$ cat src/rtl/pll_reconfig_seq.sv
// Sequences the six-write PLL reconfiguration handshake (mode, M, N, C0, K, start)
// against a busy flag that lives in another clock domain; any stalled phase aborts with err.
module pll_reconfig_seq #(
  parameter int TIMEOUT = 1023
) (
  input  logic        clk,
  input  logic        reset,
  input  logic        req,
  input  logic [31:0] m_val,
  input  logic [31:0] n_val,
  input  logic [31:0] c0_val,
  input  logic [31:0] k_val,
  output logic        ready,
  output logic        done,
  output logic        err,
  output logic [5:0]  pll_addr,
  output logic [31:0] pll_value,
  output logic        pll_write,
  input  logic        pll_busy
);

  localparam int CW = (TIMEOUT < 1) ? 1 : $clog2(TIMEOUT + 1);
  localparam logic [CW-1:0] CNT_MAX  = CW'(TIMEOUT);
  localparam logic [CW-1:0] CNT_ZERO = CW'(0);
  localparam logic [CW-1:0] CNT_ONE  = CW'(1);
  localparam logic [2:0]    LAST_IDX = 3'd5;

  typedef enum logic [2:0] {
    S_IDLE      = 3'd0,
    S_WAIT_IDLE = 3'd1,
    S_SETUP     = 3'd2,
    S_STROBE    = 3'd3,
    S_RELEASE   = 3'd4,
    S_FINISH    = 3'd5
  } state_t;

  state_t        state_q, state_d;
  logic [CW-1:0] cnt_q, cnt_d;
  logic [2:0]    idx_q, idx_d;
  logic [31:0]   m_q, n_q, c0_q, k_q;
  logic          sync1_q, busy_s_q;
  logic          done_q, done_d;
  logic          err_q, err_d;
  logic          write_q, write_d;
  logic [5:0]    addr_q, addr_d;
  logic [31:0]   value_q, value_d;
  logic          capture;
  logic          abort;

  // Register address for each step of the write sequence.
  function automatic logic [5:0] wr_addr(input logic [2:0] idx);
    logic [5:0] a;
    case (idx)
      3'd0:    a = 6'd0;
      3'd1:    a = 6'd4;
      3'd2:    a = 6'd3;
      3'd3:    a = 6'd5;
      3'd4:    a = 6'd7;
      3'd5:    a = 6'd2;
      default: a = 6'd0;
    endcase
    return a;
  endfunction

  function automatic logic [31:0] wr_data(input logic [2:0]  idx,
                                          input logic [31:0] m,
                                          input logic [31:0] n,
                                          input logic [31:0] c0,
                                          input logic [31:0] k);
    logic [31:0] d;
    case (idx)
      3'd1:    d = m;
      3'd2:    d = n;
      3'd3:    d = c0;
      3'd4:    d = k;
      default: d = 32'd0;
    endcase
    return d;
  endfunction

  // busy comes from the 50 MHz domain; resetting the flops to 1 treats the PLL as busy until proven idle.
  always_ff @(posedge clk) begin
    if (reset) begin
      sync1_q  <= 1'b1;
      busy_s_q <= 1'b1;
    end else begin
      sync1_q  <= pll_busy;
      busy_s_q <= sync1_q;
    end
  end

  always_ff @(posedge clk) begin
    if (reset) begin
      state_q <= S_IDLE;
      cnt_q   <= CNT_ZERO;
      idx_q   <= 3'd0;
      done_q  <= 1'b0;
      err_q   <= 1'b0;
      write_q <= 1'b0;
      addr_q  <= 6'd0;
      value_q <= 32'd0;
    end else begin
      state_q <= state_d;
      cnt_q   <= cnt_d;
      idx_q   <= idx_d;
      done_q  <= done_d;
      err_q   <= err_d;
      write_q <= write_d;
      addr_q  <= addr_d;
      value_q <= value_d;
    end
  end

  always_ff @(posedge clk) begin
    if (reset) begin
      m_q  <= 32'd0;
      n_q  <= 32'd0;
      c0_q <= 32'd0;
      k_q  <= 32'd0;
    end else if (capture) begin
      m_q  <= m_val;
      n_q  <= n_val;
      c0_q <= c0_val;
      k_q  <= k_val;
    end else begin
      m_q  <= m_q;
      n_q  <= n_q;
      c0_q <= c0_q;
      k_q  <= k_q;
    end
  end

  always_comb begin
    state_d = state_q;
    cnt_d   = cnt_q;
    idx_d   = idx_q;
    capture = 1'b0;
    abort   = 1'b0;
    case (state_q)
      S_IDLE: begin
        if (req) begin
          capture = 1'b1;
          state_d = S_WAIT_IDLE;
          cnt_d   = CNT_ZERO;
          idx_d   = 3'd0;
        end else begin
          idx_d   = 3'd0;
        end
      end
      S_WAIT_IDLE: begin
        if (!busy_s_q) begin
          state_d = S_SETUP;
        end else if (cnt_q == CNT_MAX) begin
          abort   = 1'b1;
        end else begin
          cnt_d   = cnt_q + CNT_ONE;
        end
      end
      S_SETUP: begin
        state_d = S_STROBE;
        cnt_d   = CNT_ZERO;
      end
      S_STROBE: begin
        if (busy_s_q) begin
          state_d = S_RELEASE;
          cnt_d   = CNT_ZERO;
        end else if (cnt_q == CNT_MAX) begin
          abort   = 1'b1;
        end else begin
          cnt_d   = cnt_q + CNT_ONE;
        end
      end
      S_RELEASE: begin
        if (!busy_s_q) begin
          if (idx_q == LAST_IDX) begin
            state_d = S_FINISH;
          end else begin
            state_d = S_SETUP;
            idx_d   = idx_q + 3'd1;
          end
        end else if (cnt_q == CNT_MAX) begin
          abort   = 1'b1;
        end else begin
          cnt_d   = cnt_q + CNT_ONE;
        end
      end
      S_FINISH: begin
        state_d = S_IDLE;
        idx_d   = 3'd0;
      end
      default: begin
        state_d = S_IDLE;
        idx_d   = 3'd0;
        cnt_d   = CNT_ZERO;
      end
    endcase
    if (abort) begin
      state_d = S_IDLE;
      idx_d   = 3'd0;
      cnt_d   = CNT_ZERO;
    end else begin
      state_d = state_d;
    end
  end

  // Outputs are registered from the next state so they line up with the state they belong to.
  always_comb begin
    write_d = (state_d == S_STROBE);
    done_d  = (state_d == S_FINISH);
    addr_d  = addr_q;
    value_d = value_q;
    if (capture) begin
      err_d = 1'b0;
    end else if (abort) begin
      err_d = 1'b1;
    end else begin
      err_d = err_q;
    end
    if ((state_d == S_SETUP) && (state_q != S_SETUP)) begin
      addr_d  = wr_addr(idx_d);
      value_d = wr_data(idx_d, m_q, n_q, c0_q, k_q);
    end else begin
      addr_d  = addr_q;
      value_d = value_q;
    end
  end

  assign ready     = (state_q == S_IDLE) && !reset;
  assign done      = done_q;
  assign err       = err_q;
  assign pll_write = write_q;
  assign pll_addr  = addr_q;
  assign pll_value = value_q;

endmodule

$ cat config.mk
export PLATFORM = sky130hd
export DESIGN_NAME = pll_reconfig_seq
export DESIGN_NICKNAME = d
export VERILOG_FILES = /design/src/rtl/pll_reconfig_seq.sv
export SDC_FILE = /design/constraint.sdc
export NUM_CORES = 1
export LEC_CHECK = 0
export BUFFER_PORTS_ARGS = -buffer_cell sky130_fd_sc_hd__buf_2
export CORE_MARGIN = 2
export CORE_UTILIZATION = 25
export DETAILED_ROUTE_END_ITERATION = 10
export PLACE_DENSITY = 0.46
export SYNTH_ARGS = -nofsm -noshare
export SYNTH_HDL_FRONTEND = slang
export SYNTH_SLANG_ARGS = --single-unit
export TNS_END_PERCENT = 20
$ cat constraint.sdc
create_clock -name clk -period 2.45 [get_ports clk]
set_input_delay 0.245 -clock clk [delete_from_list [all_inputs] [get_ports clk]]
set_output_delay 0.245 -clock clk [all_outputs]
set_load 0.01 [all_outputs]
==> reports/qor.csv <==
metric,value,unit
fp-row-count,69,
synth-seq-cells,184,
synth.distinct_cells,55,
antenna_found_initial,1,
critPathCapture,pll_value[7],
clk_pin_slew,0.08,ns
min_period_over_period,92.0,%
postSynthCellCount,1198,
min_path_type,in2reg,
avgSynthCellArea,7.57,um2
grt_start_max_net_pins,82,
r2r_cells,8,
wl_met3,2070,um
clk_path_buf_depth,2,
wirelength,34200,um
drive_gt1_share,20.2,%
ctsHoldBuffers,1,
status,"complete, no violations",
dieArea,37800,um2
cts_setup_buffers,0,
cp-startpoint,idx_q[1],
synthArstFlopShare,0,%
clock.fmax,444,MHz
dp_cells,1741,
fin_skew,0.0102,ns
cts_tree,done,
ir_drop,0.471,mV
reg2reg_slack,0.20,ns
crit_type,reg2reg,
register_area,3690,um2
setup_violations,0,
synth-edff-count,0,
clockRootBuffer,clkbuf_16,
wl_met1,17800,um
r2r_end,pll_value[7],
drc_errors,0,
nets,1435,
die_h,195,um
fp.dieW,195,um
vias,9253,
ys.flop_type,dfxtp_1,
worstPathRequired,2.81,ns
p_leak,3.98,nW
maxCapViolations,0,
worst_setup_path_start_kind,flop,
grt_usage,17.8,%
grt_pass1_wl,52700,um
powerDensity,637,nW/um2
fin_cells,1773,
synth_area,9070,um2
io_buffers,170,
multi_input_area,4810,um2
drt_iter0_drc,809,
ys_warn_count,0,
numCtsBuffers,17,
holdCritStartpoint,c0_val[15],
tns,0,ns
r2r_start,idx_q[1],
rsz0062_at_grt,no,
gr-total-overflow,0,
fin_crit,2.25,ns
insertion_delay,0.44,ns
ctsResizeCount,0,
cp.arrival,2.62,ns
met2_length,13900,um
routed.top_layer,met5,
final.fill_count,3860,
dp_hpwl,23300,um
crit_fanout,32,
total_power,6.97,mW
max_slew.worst_pin.slew,0.938,ns
h-tree-depth,4,
antenna_left,0,
clkSinkCount,184,
ios,174,
antenna_cells,0,
hold_ws,0.0351,ns
ys_seq_area_share,40.6,%
finalHoldViolations,0,
globalplace.congestion,0.778,
drv_slew,0,
core_area,35700,um2
first_pass_iters,5,
start_util,25.4,%
grt_pass1_vias,8527,
via_per_inst,5.22,
critPathCaptureType,flop,
syn_to_final_growth,20.7,%
relSlewSlack,37.5,%
avgRoutedWirePerCell,19.3,um
[routing by layer]
layer  GRT usage [%]  vias up
li1                -     4551
met1            28.3     4353
met2            24.2      325
met3            2.98       22
met4            4.56        2
met5               0        -
[area by class of cell]
cell class,instances,area share [%]
inverters,8,0.274
clock buffers,17,3.88
repair buffers,210,11.8
well taps,461,5.26
flip-flops and latches,184,33.6
multi-input cells,879,43.9
clock inverters,14,1.23
[metrics by stage]
step,instance area (um2),util [%],worst slack [ns]
CTS,11000,30.7,0.177
detailed placement,10400,29.1,0.184
floorplan,9080,-,0.222
finish,11000,30.7,0.195
global placement,10400,29.1,0.185
global route,11000,30.7,0.0345
[power breakdown]
| part | internal (mW) | switching, mW |
|---|---|---|
| Sequential | 3.15 | 0.153 |
| Combinational | 0.331 | 0.622 |
| Clock | 1.35 | 1.37 |
[cells by family (layout without fill, tap and decap cells)]
family	count (synthesis)	count (layout)	share of synthesized area [%]
fa+ha+maj	3	3	0.414
buf+inv	137	249	6.80
xor+xnor	9	9	0.869
simple gates	511	511	25.6
other cells	1	3	0.0413
compound gates	352	352	25.6
mux	1	1	0.110
flops	184	184	40.6
[critical path, stage by stage, from the launching register on]
cell and delay (ns):
dfxtp_1 0.33, inv_1 0.06, ha_1 0.24, a21oi_4 0.27
mux2i_1 0.38, nand2_1 0.08, or3b_1 0.35, buf_4 0.25
o211ai_1 0.21
[sequential cells by signal, indices dropped and copies added, names as in the netlist]
signal / flops
idx_q: 3
cnt_q: 10
sync1_q: 1
pll_value: 32
err: 1
pll_addr: 3
m_q: 32
c0_q: 32
k_q: 32
n_q: 32
state_q: 3
done: 1
pll_write: 1
busy_s_q: 1
[synthesized netlist by cell type (3+ instances only)]
cell	n	area share [%]
o211ai_1	3	0.25
dfxtp_1	184	41
nor4_1	68	4.7
o21ai_1	27	1.5
ha_1	3	0.41
a32oi_1	57	5.5
nor2_1	26	1.1
clkbuf_1	70	2.9
nor3_1	102	5.6
o31ai_1	32	2.6
nand3_1	13	0.72
o21ai_0	5	0.28
a211oi_1	34	2.8
buf_6	4	0.50
buf_2	40	2.2
or3_1	3	0.21
buf_4	6	0.50
a21oi_1	171	9.4
xnor2_1	8	0.77
nand2_1	278	12
inv_1	7	0.29
o211ai_2	5	0.69
buf_1	9	0.37
and2_1	3	0.21
[worst min path at each step]
stage / end / slack (ns) / depth (start not counted)
after CTS: c0_q[19] / 0.01 / 3
final: c0_q[15] / 0.04 / 3
after global routing: c0_q[15] / 0.03 / 3
after global placement: busy_s_q / 0.41 / 1
after floorplan: sync1_q / 0.35 / 1
after detailed placement: busy_s_q / 0.41 / 1
[cells in the final DEF (no fill, tap or decap), types with 2 or more instances in the layout]
cell type / Yosys / routed
inv_8: 0 / 4
nor4_1: 68 / 68
buf_12: 0 / 11
nor3_1: 102 / 102
o21ai_0: 5 / 5
o31ai_1: 32 / 32
nand2_1: 278 / 277
o211ai_2: 5 / 5
dfxtp_2: 0 / 2
nand3_1: 13 / 13
conb_1: 1 / 3
buf_2: 40 / 169
inv_6: 0 / 4
ha_1: 3 / 3
o211ai_1: 3 / 3
a21oi_1: 171 / 170
or3b_1: 2 / 2
o21a_1: 2 / 2
clkbuf_16: 0 / 17
clkinvlp_4: 0 / 4
or3_1: 3 / 3
and2_1: 3 / 3
nor3b_1: 2 / 2
buf_4: 6 / 29
o32a_1: 2 / 2
or2_2: 2 / 3
a32oi_1: 57 / 57
dfxtp_1: 184 / 182
nor2_1: 26 / 25
nor2b_1: 2 / 2
o21ai_1: 27 / 27
a211oi_1: 34 / 34
inv_1: 7 / 7
nand3b_1: 2 / 2
xnor2_1: 8 / 8
Note: power is estimated with default switching activity, not from simulation.
